### src/rtl/alu_op_sequencer.sv
// Command sequencer for data_path: turns one latched ALU command into the
// per-cycle register-file, Y, Z, HI and LO strobes, with all outputs registered.
module alu_op_sequencer (
   input  logic        Clock,
   input  logic        clear,
   input  logic        start,
   input  logic [4:0]  op,
   input  logic [3:0]  ra,
   input  logic [3:0]  rb,
   input  logic [3:0]  rd,
   output logic        busy,
   output logic        done,
   output logic [15:0] Rout,
   output logic [15:0] Rin,
   output logic        Yin,
   output logic        ZHighin,
   output logic        Zlowin,
   output logic        Zlowout,
   output logic        Zhighout,
   output logic        LOin,
   output logic        HIin,
   output logic [4:0]  alu_op
);

   localparam logic [4:0] OP_NEG = 5'b01001;
   localparam logic [4:0] OP_NOT = 5'b01010;
   localparam logic [4:0] OP_MUL = 5'b01011;
   localparam logic [4:0] OP_DIV = 5'b01100;

   typedef enum logic [2:0] {
      S_IDLE   = 3'd0,
      S_LOAD_Y = 3'd1,
      S_EXEC   = 3'd2,
      S_WB_LO  = 3'd3,
      S_WB_HI  = 3'd4,
      S_DONE   = 3'd5
   } state_t;

   function automatic logic is_unary(input logic [4:0] o);
      return (o == OP_NEG) || (o == OP_NOT);
   endfunction

   function automatic logic is_wide(input logic [4:0] o);
      return (o == OP_MUL) || (o == OP_DIV);
   endfunction

   state_t      state_q, state_d;
   logic [4:0]  op_q, op_d;
   logic [3:0]  ra_q, ra_d, rb_q, rb_d, rd_q, rd_d;
   logic        busy_q, busy_d, done_q, done_d;
   logic [15:0] rout_q, rout_d, rin_q, rin_d;
   logic        yin_q, yin_d, zhin_q, zhin_d, zlin_q, zlin_d;
   logic        zlout_q, zlout_d, zhout_q, zhout_d, loin_q, loin_d, hiin_q, hiin_d;
   logic [4:0]  alu_op_q, alu_op_d;

   // Next-state and command latch: the command is captured only when leaving IDLE.
   always_comb begin
      state_d = state_q;
      op_d    = op_q;
      ra_d    = ra_q;
      rb_d    = rb_q;
      rd_d    = rd_q;
      case (state_q)
         S_IDLE: begin
            if (start) begin
               op_d    = op;
               ra_d    = ra;
               rb_d    = rb;
               rd_d    = rd;
               state_d = is_unary(op) ? S_EXEC : S_LOAD_Y;
            end else begin
               state_d = S_IDLE;
            end
         end
         S_LOAD_Y: state_d = S_EXEC;
         S_EXEC:   state_d = S_WB_LO;
         S_WB_LO:  state_d = is_wide(op_q) ? S_WB_HI : S_DONE;
         S_WB_HI:  state_d = S_DONE;
         S_DONE:   state_d = S_IDLE;
         default:  state_d = S_IDLE;
      endcase
   end

   // Output decode from the upcoming state so the registered strobes line up with it.
   always_comb begin
      busy_d   = (state_d != S_IDLE);
      done_d   = 1'b0;
      rout_d   = 16'h0000;
      rin_d    = 16'h0000;
      yin_d    = 1'b0;
      zhin_d   = 1'b0;
      zlin_d   = 1'b0;
      zlout_d  = 1'b0;
      zhout_d  = 1'b0;
      loin_d   = 1'b0;
      hiin_d   = 1'b0;
      alu_op_d = 5'b00000;
      case (state_d)
         S_LOAD_Y: begin
            rout_d = 16'h0001 << ra_d;
            yin_d  = 1'b1;
         end
         S_EXEC: begin
            rout_d   = 16'h0001 << (is_unary(op_d) ? ra_d : rb_d);
            alu_op_d = op_d;
            zhin_d   = 1'b1;
            zlin_d   = 1'b1;
         end
         S_WB_LO: begin
            zlout_d = 1'b1;
            if (is_wide(op_d)) begin
               loin_d = 1'b1;
            end else begin
               rin_d = 16'h0001 << rd_d;
            end
         end
         S_WB_HI: begin
            zhout_d = 1'b1;
            hiin_d  = 1'b1;
         end
         S_DONE:  done_d = 1'b1;
         default: done_d = 1'b0;
      endcase
   end

   // State, command and output registers; clear wipes everything on the same edge.
   always_ff @(posedge Clock) begin
      if (clear) begin
         state_q  <= S_IDLE;
         op_q     <= 5'b00000;
         ra_q     <= 4'h0;
         rb_q     <= 4'h0;
         rd_q     <= 4'h0;
         busy_q   <= 1'b0;
         done_q   <= 1'b0;
         rout_q   <= 16'h0000;
         rin_q    <= 16'h0000;
         yin_q    <= 1'b0;
         zhin_q   <= 1'b0;
         zlin_q   <= 1'b0;
         zlout_q  <= 1'b0;
         zhout_q  <= 1'b0;
         loin_q   <= 1'b0;
         hiin_q   <= 1'b0;
         alu_op_q <= 5'b00000;
      end else begin
         state_q  <= state_d;
         op_q     <= op_d;
         ra_q     <= ra_d;
         rb_q     <= rb_d;
         rd_q     <= rd_d;
         busy_q   <= busy_d;
         done_q   <= done_d;
         rout_q   <= rout_d;
         rin_q    <= rin_d;
         yin_q    <= yin_d;
         zhin_q   <= zhin_d;
         zlin_q   <= zlin_d;
         zlout_q  <= zlout_d;
         zhout_q  <= zhout_d;
         loin_q   <= loin_d;
         hiin_q   <= hiin_d;
         alu_op_q <= alu_op_d;
      end
   end

   assign busy     = busy_q;
   assign done     = done_q;
   assign Rout     = rout_q;
   assign Rin      = rin_q;
   assign Yin      = yin_q;
   assign ZHighin  = zhin_q;
   assign Zlowin   = zlin_q;
   assign Zlowout  = zlout_q;
   assign Zhighout = zhout_q;
   assign LOin     = loin_q;
   assign HIin     = hiin_q;
   assign alu_op   = alu_op_q;

endmodule

### config.mk
export PLATFORM = sky130hd
export DESIGN_NAME = alu_op_sequencer
export DESIGN_NICKNAME = d
export VERILOG_FILES = /design/src/rtl/alu_op_sequencer.sv
export SDC_FILE = /design/constraint.sdc
export NUM_CORES = 1
export LEC_CHECK = 0
export CAP_MARGIN = 10
export CORE_ASPECT_RATIO = 1.1
export CORE_UTILIZATION = 40
export DETAILED_ROUTE_END_ITERATION = 10
export PLACE_DENSITY = 0.76
export SYNTH_ARGS = -nofsm -noshare
export SYNTH_HDL_FRONTEND = slang
export SYNTH_SLANG_ARGS = --single-unit
### constraint.sdc
create_clock -name Clock -period 5.8 [get_ports Clock]
set_clock_uncertainty 0.15 [all_clocks]
set_input_delay 1.45 -clock Clock [delete_from_list [all_inputs] [get_ports Clock]]
set_output_delay 1.45 -clock Clock [all_outputs]
set_load 0.05 [all_outputs]
==> results of run 1 <==
## tightest hold or removal path, cell delays in order (launching register included)
cell and delay, ns:
dfxtp_1 0.31, nand2_1 0.05, a21oi_1 0.06
## flip-flops by register name, summed over array words and instances (netlist names), 3 cells and up
signal,count
Rin,16
Rout,16
alu_op,5
op_q,5
ra_q,4
rb_q,4
rd_q,4
state_q,3
## final cells by class
cell class                      count  area, um2  area share (%)
Clock inverter                      6       61.3            1.78
Timing Repair Buffer               66        658            19.1
Sequential cell                    64       1280            37.2
Tap cell                           80        100            2.91
Multi-Input combinational cell    198       1180            34.2
Clock buffer                        9        124            3.60
Inverter                           11       41.3            1.20
## logic make-up after synthesis
logic type | share of synthesized area [%]
xor+xnor | 1.02
compound gates | 15.6
mux | 3.54
buf+inv | 5.09
flops | 49.7
simple gates | 25.1
## cells in the final DEF, fill, tap and decap left out, types with 7 or more instances in the layout
cell             synthesis  routed
clkdlybuf4s50_1          0      65
dfxtp_1                 64      64
clkbuf_8                 0       9
nand3_1                  8       8
nor3_1                   8       8
mux2i_1                  8       8
o21ai_0                  8       8
nor3b_1                 15      15
nor2_1                  39      39
a31oi_1                  7       7
inv_1                   11      11
a21oi_1                 18      18
nand2_1                 31      31
## power groups by stage
stage | sequential [mW] | clock, mW | combinational [mW]
2_1_floorplan | 0.511 | 0 | 0.125
3_3_place_gp | 0.488 | 0 | 0.201
3_5_place_dp | 0.489 | 0 | 0.203
4_1_cts | 0.479 | 0.370 | 0.204
5_1_grt | 0.482 | 0.393 | 0.222
6_report | 0.480 | 0.359 | 0.204
## worst min path at each step
stage / endpoint / slack (ns) / cells past startpoint
5_1_grt: rb_q[3] / 0.36 / 2
2_1_floorplan: rb_q[3] / 0.29 / 2
3_3_place_gp: ra_q[3] / 0.30 / 2
3_5_place_dp: ra_q[3] / 0.30 / 2
6_report: ra_q[3] / 0.31 / 2
4_1_cts: ra_q[3] / 0.31 / 2
## layer usage
layer / GRT usage, % / vias to the layer above / wire length, um
li1: - / 1131 / -
met1: 23.0 / 1042 / 2700
met2: 29.2 / 58 / 2790
met3: 4.11 / 10 / 234
met4: 10.4 / 0 / 133
met5: 0 / - / 0
==> metrics.md, run 1 <==
| Metric | Value |
|---|---|
| Area Growth Syn to Fin | 33.4% |
| Via count | 2241 |
| Number of flops mapped to enable cells by yosys | 0 |
| Number of diodes | 0 |
| Combinational Power Share | 19.6% |
| Die area | 6780 um2 |
| Design area | 3440 um2 |
| PwrDens | 303 nW/um2 |
| Worst setup endpoint | Rout[14] |
| Status | finished, final reports clean |
| Final core occ | 55.6% |
| Clk slew on worst S/H paths | 0.07 ns |
| Synth unique cells | 41 |
| First-pass detailed-route iteration total | 4 |
| Wire per inst | 13.5 um |
| NumNets Final | 370 |
| Slowest stage delay, CP | 0.54 ns |
| Startpoint types | input port |
| Post-Syn Nets | 308 |
| Netlist Area Pre-Place | 2580 um2 |
| Largest fanout on the critical path | 34 |
| Hold slack | 0.314 ns |
| Max Slew Vio Count | 0 |
| Leak Pwr | 1.25 nW |
| Routed vias/inst | 5.16 |
| Critical Path Source | start |
| Final hold violations | 0 |
| Power Total | 1.04 mW |
| Setup Crit Path Kind | in2reg |
| Final Instance Count excl. Fillers | 434 |
| H-tree depth | 3 |
| Critical path arrival | 3.99 ns |
| CTS buffer count | 9 |
| Post-cts resize count | 0 |
| Crit path cell chain | clkdlybuf4s50_1 > nor4b_4 > buf_4 > mux2i_1 > inv_1 > o22a_1 > nor2_1 |
| Peak supply drop | 0.000148 V |
| Vias in the first global route | 2071 |
| FF-to-FF setup slack | 3.05 ns |
| Largest area contributor in the synthesized netlist | dfxtp_1 |
| Placed cells | 419 |
| Seq/Total Area, Yosys | 49.7% |
| Iter 0 DRT Violations | 109 |
| CP bufs+invs | 3 |
| NetSw | 0.311 mW |
| Sequential Power Share | 46.0% |
| Die Wd | 78.6 um |
| R2r endpoint | Rout[14] |
| Fillers | 574 |
| GRT Residual Overflow | 0 |
| Gr usage total | 18.4% |
| Clock buffer depth | 2 |
| RSZ-0062 raised after global routing | false |
| Number of I/O pins | 66 |
| Yosys warning total | 0 |
| Clock Latency Late Sink | 0.34 ns |
| Worst hold path type | reg2reg |
| Antenna-violating nets left | 0 |
| Root Buffer Master | clkbuf_8 |
| Critical path depth | 7 |
| Synth Area per Inst | 8.96 um2 |
| # setup viols final | 0 |
| Top cells by area, synth | dfxtp_1 (50%), nor2_1 (5.7%), nand2_1 (4.5%) |
| Crit path capture type | register |
| Post-DP HPWL | 4160 um |
| R2R cell count | 6 |
| Internal power | 0.731 mW |
| Max-Cap Viols | 0 |
| Die height | 86.2 um |
| GP Congestion | 0.836 |
| Top delay family on crit path | buffers and inverters |
| IO buf count | 65 |
| Initial antenna violation count | 0 |
| Core area | 6190 um2 |
| Synth Instances | 288 |
| Worst min-delay path startpoint | ra_q[3] |
| First-pass GRT wire length | 9480 um |
| Sw frac | 29.9% |
| Initial Util | 41.7% |
| Max stage delay cell, worst path | nor4b_4 |
| Dpl ws | 1.59 ns |
| Minimum clock period | 3.87 ns |
| Synth top cells by count | dfxtp_1 (64), nor2_1 (39), nand2_1 (31) |
| Final setup TNS | 0 ns |
| FMAX | 259 MHz |
| Setup ws final | 1.93 ns |
| Clock group share of total power | 34.4% |
| Layout cell share with drive strength beyond 1 | 6.78% |
| Largest net degree at the start of global routing | 35 |
| Cell Rows | 30 |
| Crit share post-route | 66.7% |
| Synth Flop Type | dfxtp_1 |
| DP Area | 3260 um2 |
| Clock Sinks | 64 |
| CTS tree | yes |
| Asr flop ratio synth | 0% |
| Worst path required time | 5.92 ns |
| Dominant cell by count in the synthesized netlist | dfxtp_1 |
| Worst r2r src | state_q[1] |
| Synthesized flop and latch total | 64 |
| Relative slew slack | 44.3% |
| DRT Wirelength | 5850 um |
| Residual DRC | 0 |
| Tightest Pin Transition | 0.833 ns |
| Setup bufs post-CTS | 0 |
| Hold_buf cts | 0 |
| Top-area cell type share of the netlist area | 49.7% |
Power figures use the tool's default switching activity.
==> inputs of run 2 (changes only) <==
Settings changed: PLACE_DENSITY 0.76 to 0.79.
Clock period 5.8 ns to 3.39 ns, I/O delays scaled along.
==> metrics.md, run 2 (synthesis gave the netlist of run 1 again) <==
| Metric | Value |
|---|---|
| Initial Util | 41.7% (unchanged) |
| Die area | 6780 um2 (unchanged) |
| Peak supply drop | 0.000219 V (+48%) |
| Crit share post-route | 83.2% |
| Vias in the first global route | 2016 (-2.7%) |
| Via count | 2242 (+0.045%) |
| CTS buffer count | 9 (unchanged) |
| Critical path arrival | 2.95 ns (-1.04 ns) |
| Max-Cap Viols | 0 (unchanged) |
| Setup bufs post-CTS | 0 (unchanged) |
| Minimum clock period | 2.82 ns |
| Die height | 86.2 um (unchanged) |
| Residual DRC | 0 (unchanged) |
| Routed vias/inst | 5.14 (-0.41%) |
| Die Wd | 78.6 um (unchanged) |
| CP bufs+invs | 3 (unchanged) |
| Crit path capture type | register |
| Final core occ | 55.8% (+0.18 points) |
| Largest net degree at the start of global routing | 37 (+5.7%) |
| Design area | 3450 um2 (+0.33%) |
| Antenna-violating nets left | 0 (unchanged) |
| Worst hold path type | reg2reg |
| NetSw | 0.526 mW (+69%) |
| GRT Residual Overflow | 0 (unchanged) |
| Number of diodes | 0 (unchanged) |
| CTS tree | yes |
| Hold slack | 0.308 ns (-0.00646 ns) |
| DRT Wirelength | 5720 um (-2.3%) |
| GP Congestion | 0.878 (+5.1%) |
| Tightest Pin Transition | 0.688 ns (-0.145 ns) |
| Sw frac | 30.4% (+0.59 points) |
| Worst r2r src | state_q[0] |
| First-pass detailed-route iteration total | 4 (unchanged) |
| IO buf count | 65 (unchanged) |
| RSZ-0062 raised after global routing | false |
| Leak Pwr | 1.25 nW (about the same) |
| Root Buffer Master | clkbuf_8 |
| R2R cell count | 5 (-1) |
| Setup ws final | 0.570 ns (-1.36 ns) |
| Initial antenna violation count | 0 (unchanged) |
| Hold path endpoint | ra_q[3] |
| Largest fanout on the critical path | 36 (+5.9%) |
| Wire per inst | 13.1 um (-2.7%) |
| Hold_buf cts | 0 (unchanged) |
| Setup Crit Path Kind | in2reg |
| Clock Latency Late Sink | 0.34 ns (about the same) |
| Relative slew slack | 53.7% (+9.4 points) |
| Top delay family on crit path | buffers and inverters |
| Iter 0 DRT Violations | 156 (+43%) |
| Slowest stage delay, CP | 0.56 ns (+0.02 ns) |
| Layout cell share with drive strength beyond 1 | 7.02% (+0.24 points) |
| Crit path cell chain | clkdlybuf4s50_1 > nor4b_4 > buf_12 > mux2i_1 > inv_1 > o22a_1 > nor2_1 |
| Clock Sinks | 64 (unchanged) |
| Dpl ws | 0.247 ns (-1.35 ns) |
| Post-DP HPWL | 4020 um (-3.2%) |
| NumNets Final | 373 (+0.81%) |
| Hold path depth | 2 (unchanged) |
| # setup viols final | 0 (unchanged) |
| Clock buffer depth | 2 (unchanged) |
| First-pass GRT wire length | 9180 um (-3.2%) |
| Max Slew Vio Count | 0 (unchanged) |
| Worst min-delay path startpoint | ra_q[3] |
| Most frequent cells in the layout | clkdlybuf4s50_1 (65), dfxtp_1 (64), nor2_1 (39) |
| Combinational Power Share | 20.8% (+1.2 points) |
| PwrDens | 501 nW/um2 (+65%) |
| Cell Rows | 30 (unchanged) |
| Max stage delay cell, worst path | clkdlybuf4s50_1 |
| Status | finished, final reports clean |
| Core area | 6190 um2 (unchanged) |
| Gr usage total | 17.9% (-0.48 points) |
| R2r endpoint | Rout[3] |
| Post-cts resize count | 0 (unchanged) |
| Area Growth Syn to Fin | 33.9% |
| DP Area | 3290 um2 (+1.1%) |
| Final setup TNS | 0 ns (unchanged) |
| FF-to-FF setup slack | 1.15 ns (-1.90 ns) |
| Startpoint types | input port |
| Worst path required time | 3.52 ns (-2.40 ns) |
| Number of I/O pins | 66 (unchanged) |
| FMAX | 355 MHz |
| Sequential Power Share | 47.4% (+1.4 points) |
| Clk slew on worst S/H paths | 0.06 ns (about the same) |
| Clock group share of total power | 31.8% (-2.6 points) |
| Commonest non-fill, non-tap cell in the layout | clkdlybuf4s50_1 |
| H-tree depth | 3 (unchanged) |
| Internal power | 1.20 mW (+64%) |
| Final hold violations | 0 (unchanged) |
-- run 2: power groups by stage --
stage,Clock (mW),Combinational (mW),Sequential (mW)
floorplan,0,0.213,0.875
CTS,0.563,0.358,0.820
finish,0.549,0.360,0.820
global route,0.597,0.390,0.826
global placement,0,0.352,0.834
detailed placement,0,0.357,0.836
-- run 2: how the worst max path moves through the flow --
stage | start | end | slack, ns | cells after the start
2_1_floorplan | start | Rout[9] | 0.99 | 6
6_report | start | Rout[14] | 0.57 | 7
3_5_place_dp | start | Rout[14] | 0.25 | 7
3_3_place_gp | start | Rout[9] | 0.27 | 6
5_1_grt | start | Rout[14] | 0.44 | 7
4_1_cts | start | Rout[14] | 0.59 | 7
-- run 2: metrics by stage --
step / std cells / total power [mW]
6_report: 436 / 1.73
5_1_grt: 436 / 1.81
4_1_cts: 436 / 1.74
3_5_place_dp: 422 / 1.19
3_3_place_gp: 422 / 1.19
2_1_floorplan: 288 / 1.09
-- run 2: final cells by class --
class | instances | area (um2)
clock buffer | 11 | 141
sequential | 64 | 1280
clock inverter | 3 | 20.0
inverter | 11 | 41.3
fill | 566 | 2740
multi-input combinational | 198 | 1180
timing repair buffer | 69 | 693
tap | 80 | 100
-- run 2: per-layer routing --
layer  track usage, %  wire, um  vias up
met5                0         0        -
met4             10.3        95        0
met3             6.00       327        7
met2             28.6      2710       78
met1             21.0      2580     1020
li1                 -         -     1137
-- run 2: tightest hold or removal path, cell delays in order, from the launching register on --
cell     delay, ns
dfxtp_1       0.31
nand2_1       0.05
a21oi_1       0.05
==> inputs of run 3 (changes only) <==
Clock period 3.39 ns to 2.5 ns, I/O delays scaled along.
==> metrics.md, run 3 (synthesis gave the netlist of run 1 again) <==
| Metric | Value |
|---|---|
| Clock Sinks | 64 (unchanged) |
| Layout cell share with drive strength beyond 1 | 15.7% (+8.7 points) |
| Cell Rows | 30 (unchanged) |
| Vias in the first global route | 2302 (+14%) |
| Initial antenna violation count | 0 (unchanged) |
| Sequential cell area | 1280 um2 (unchanged) |
| Startpoint types | input port |
| Largest net degree at the start of global routing | 22 (-41%) |
| Worst path required time | 2.61 ns (-0.91 ns) |
| Max-Cap Viols | 0 (unchanged) |
| Core area | 6190 um2 (unchanged) |
| GRT Residual Overflow | 0 (unchanged) |
| R2R cell count | 5 (unchanged) |
| CTS buffer count | 9 (unchanged) |
| Worst setup endpoint | Rin[1] |
| Status | finished, final reports clean |
| Die Wd | 78.6 um (unchanged) |
| Worst r2r src | state_q[1] |
| Peak supply drop | 0.000299 V (+37%) |
| Wire per inst | 13.1 um (about the same) |
| NumNets Final | 404 (+8.3%) |
| CTS tree | yes |
| Worst hold path type | reg2reg |
| Clock buffer depth | 2 (unchanged) |
| Number of diodes | 0 (unchanged) |
| Critical Path Source | start |
| Commonest non-fill, non-tap cell in the layout | clkdlybuf4s50_1 |
| First-pass GRT wire length | 10400 um (+13%) |
| Iter 0 DRT Violations | 119 (-24%) |
| # setup viols final | 0 (unchanged) |
| DRT Wirelength | 6160 um (+7.6%) |
| Die area | 6780 um2 (unchanged) |
| Crit path capture type | register |
| R2r endpoint | Rin[1] |
| DP Area | 3510 um2 (+6.7%) |
| FF-to-FF setup slack | 0.37 ns (-0.78 ns) |
| Crit share post-route | 96.2% |
| Setup Crit Path Kind | in2reg |
| Largest fanout on the critical path | 12 (-67%) |
| Routed vias/inst | 5.12 (-0.36%) |
| IO buf count | 65 (unchanged) |
| FMAX | 416 MHz |
| Clock Latency Late Sink | 0.35 ns (about the same) |
| Design area | 3700 um2 (+7.1%) |
| PwrDens | 664 nW/um2 (+33%) |
| Root Buffer Master | clkbuf_8 |
| Via count | 2403 (+7.2%) |
| Fillers | 557 (-1.6%) |
| Post-DP HPWL | 4460 um (+11%) |
| Number of I/O pins | 66 (unchanged) |
| Setup bufs post-CTS | 0 (unchanged) |
| Most frequent cells in the layout | clkdlybuf4s50_1 (65), dfxtp_1 (64), nor2_1 (39) |
| Tightest Pin Transition | 0.514 ns (-0.174 ns) |
| Power Total | 2.46 mW (+42%) |
| Area Growth Syn to Fin | 43.4% |
| Final hold violations | 0 (unchanged) |
| Relative slew slack | 65.6% (+12 points) |
| Residual DRC | 0 (unchanged) |
| Gr usage total | 19.9% (+2.0 points) |
| RSZ-0062 raised after global routing | false |
| Minimum clock period | 2.41 ns |
| Initial Util | 41.7% (unchanged) |
| Critical path arrival | 2.52 ns (-0.43 ns) |
| H-tree depth | 3 (unchanged) |
| Clk slew on worst S/H paths | 0.07 ns (about the same) |
| Antenna-violating nets left | 0 (unchanged) |
| Die height | 86.2 um (unchanged) |
| First-pass detailed-route iteration total | 4 (unchanged) |
| Leak Pwr | 1.39 nW (+12%) |
| Max Slew Vio Count | 0 (unchanged) |
| GP Congestion | 0.872 (-0.69%) |
| Multi-input logic area | 1190 um2 (+1.2%) |
[run 3: worst min path at each step]
| stage | startpoint | to | cells after the start |
|---|---|---|---|
| 2_1_floorplan | rb_q[3] | rb_q[3] | 2 |
| 3_3_place_gp | ra_q[3] | ra_q[3] | 2 |
| 3_5_place_dp | ra_q[3] | ra_q[3] | 2 |
| 4_1_cts | ra_q[3] | ra_q[3] | 2 |
| 5_1_grt | ra_q[3] | ra_q[3] | 2 |
| 6_report | ra_q[3] | ra_q[3] | 2 |
[run 3: cell type report]
class | instances | area share [%]
clock inverters | 5 | 0.879
flip-flops and latches | 64 | 34.6
repair buffers | 100 | 24.7
inverters | 11 | 1.12
multi-input cells | 198 | 32.2
well taps | 80 | 2.71
clock buffers | 11 | 3.82
[run 3: layer usage]
layer	routed length, um	vias up	track usage [%]
met5	0	-	0
met2	3030	74	31.8
met1	2650	1116	23.6
met4	129	0	11.1
li1	-	1200	-
met3	355	13	6.42
[run 3: metrics by stage]
stage / hold WS [ns] / cells / TNS (ns) / utilization [%] / setup slack (ns)
CTS: 0.316 / 469 / 0 / 59.5 / 0.0684
global route: 0.360 / 469 / 0 / 59.7 / 0.0149
floorplan: 0.286 / 288 / 0 / - / 0.318
finish: 0.314 / 469 / 0 / 59.7 / 0.0944
detailed placement: 0.307 / 453 / -6.26 / 56.7 / -0.294
global placement: 0.298 / 453 / -5.30 / 56.7 / -0.250
[run 3: timing repair]
| action | 4_1_cts | 5_1_grt |
|---|---|---|
| endpoints found under the setup margin | 0 | 3 |
| hold buffers | 0 | 0 |
| resized for setup | 0 | 3 |
[run 3: worst max-delay path, stage by stage]
cell	delay (ns)
clkdlybuf4s50_1	0.51
or4b_4	0.50
buf_4	0.20
or3_1	0.34
o31a_1	0.13
nor4_1	0.21
[run 3: power by group]
part | switching, mW | internal, mW | total, mW
combinational | 0.316 | 0.247 | 0.563
sequential | 0.0433 | 1.07 | 1.11
clock | 0.398 | 0.383 | 0.781
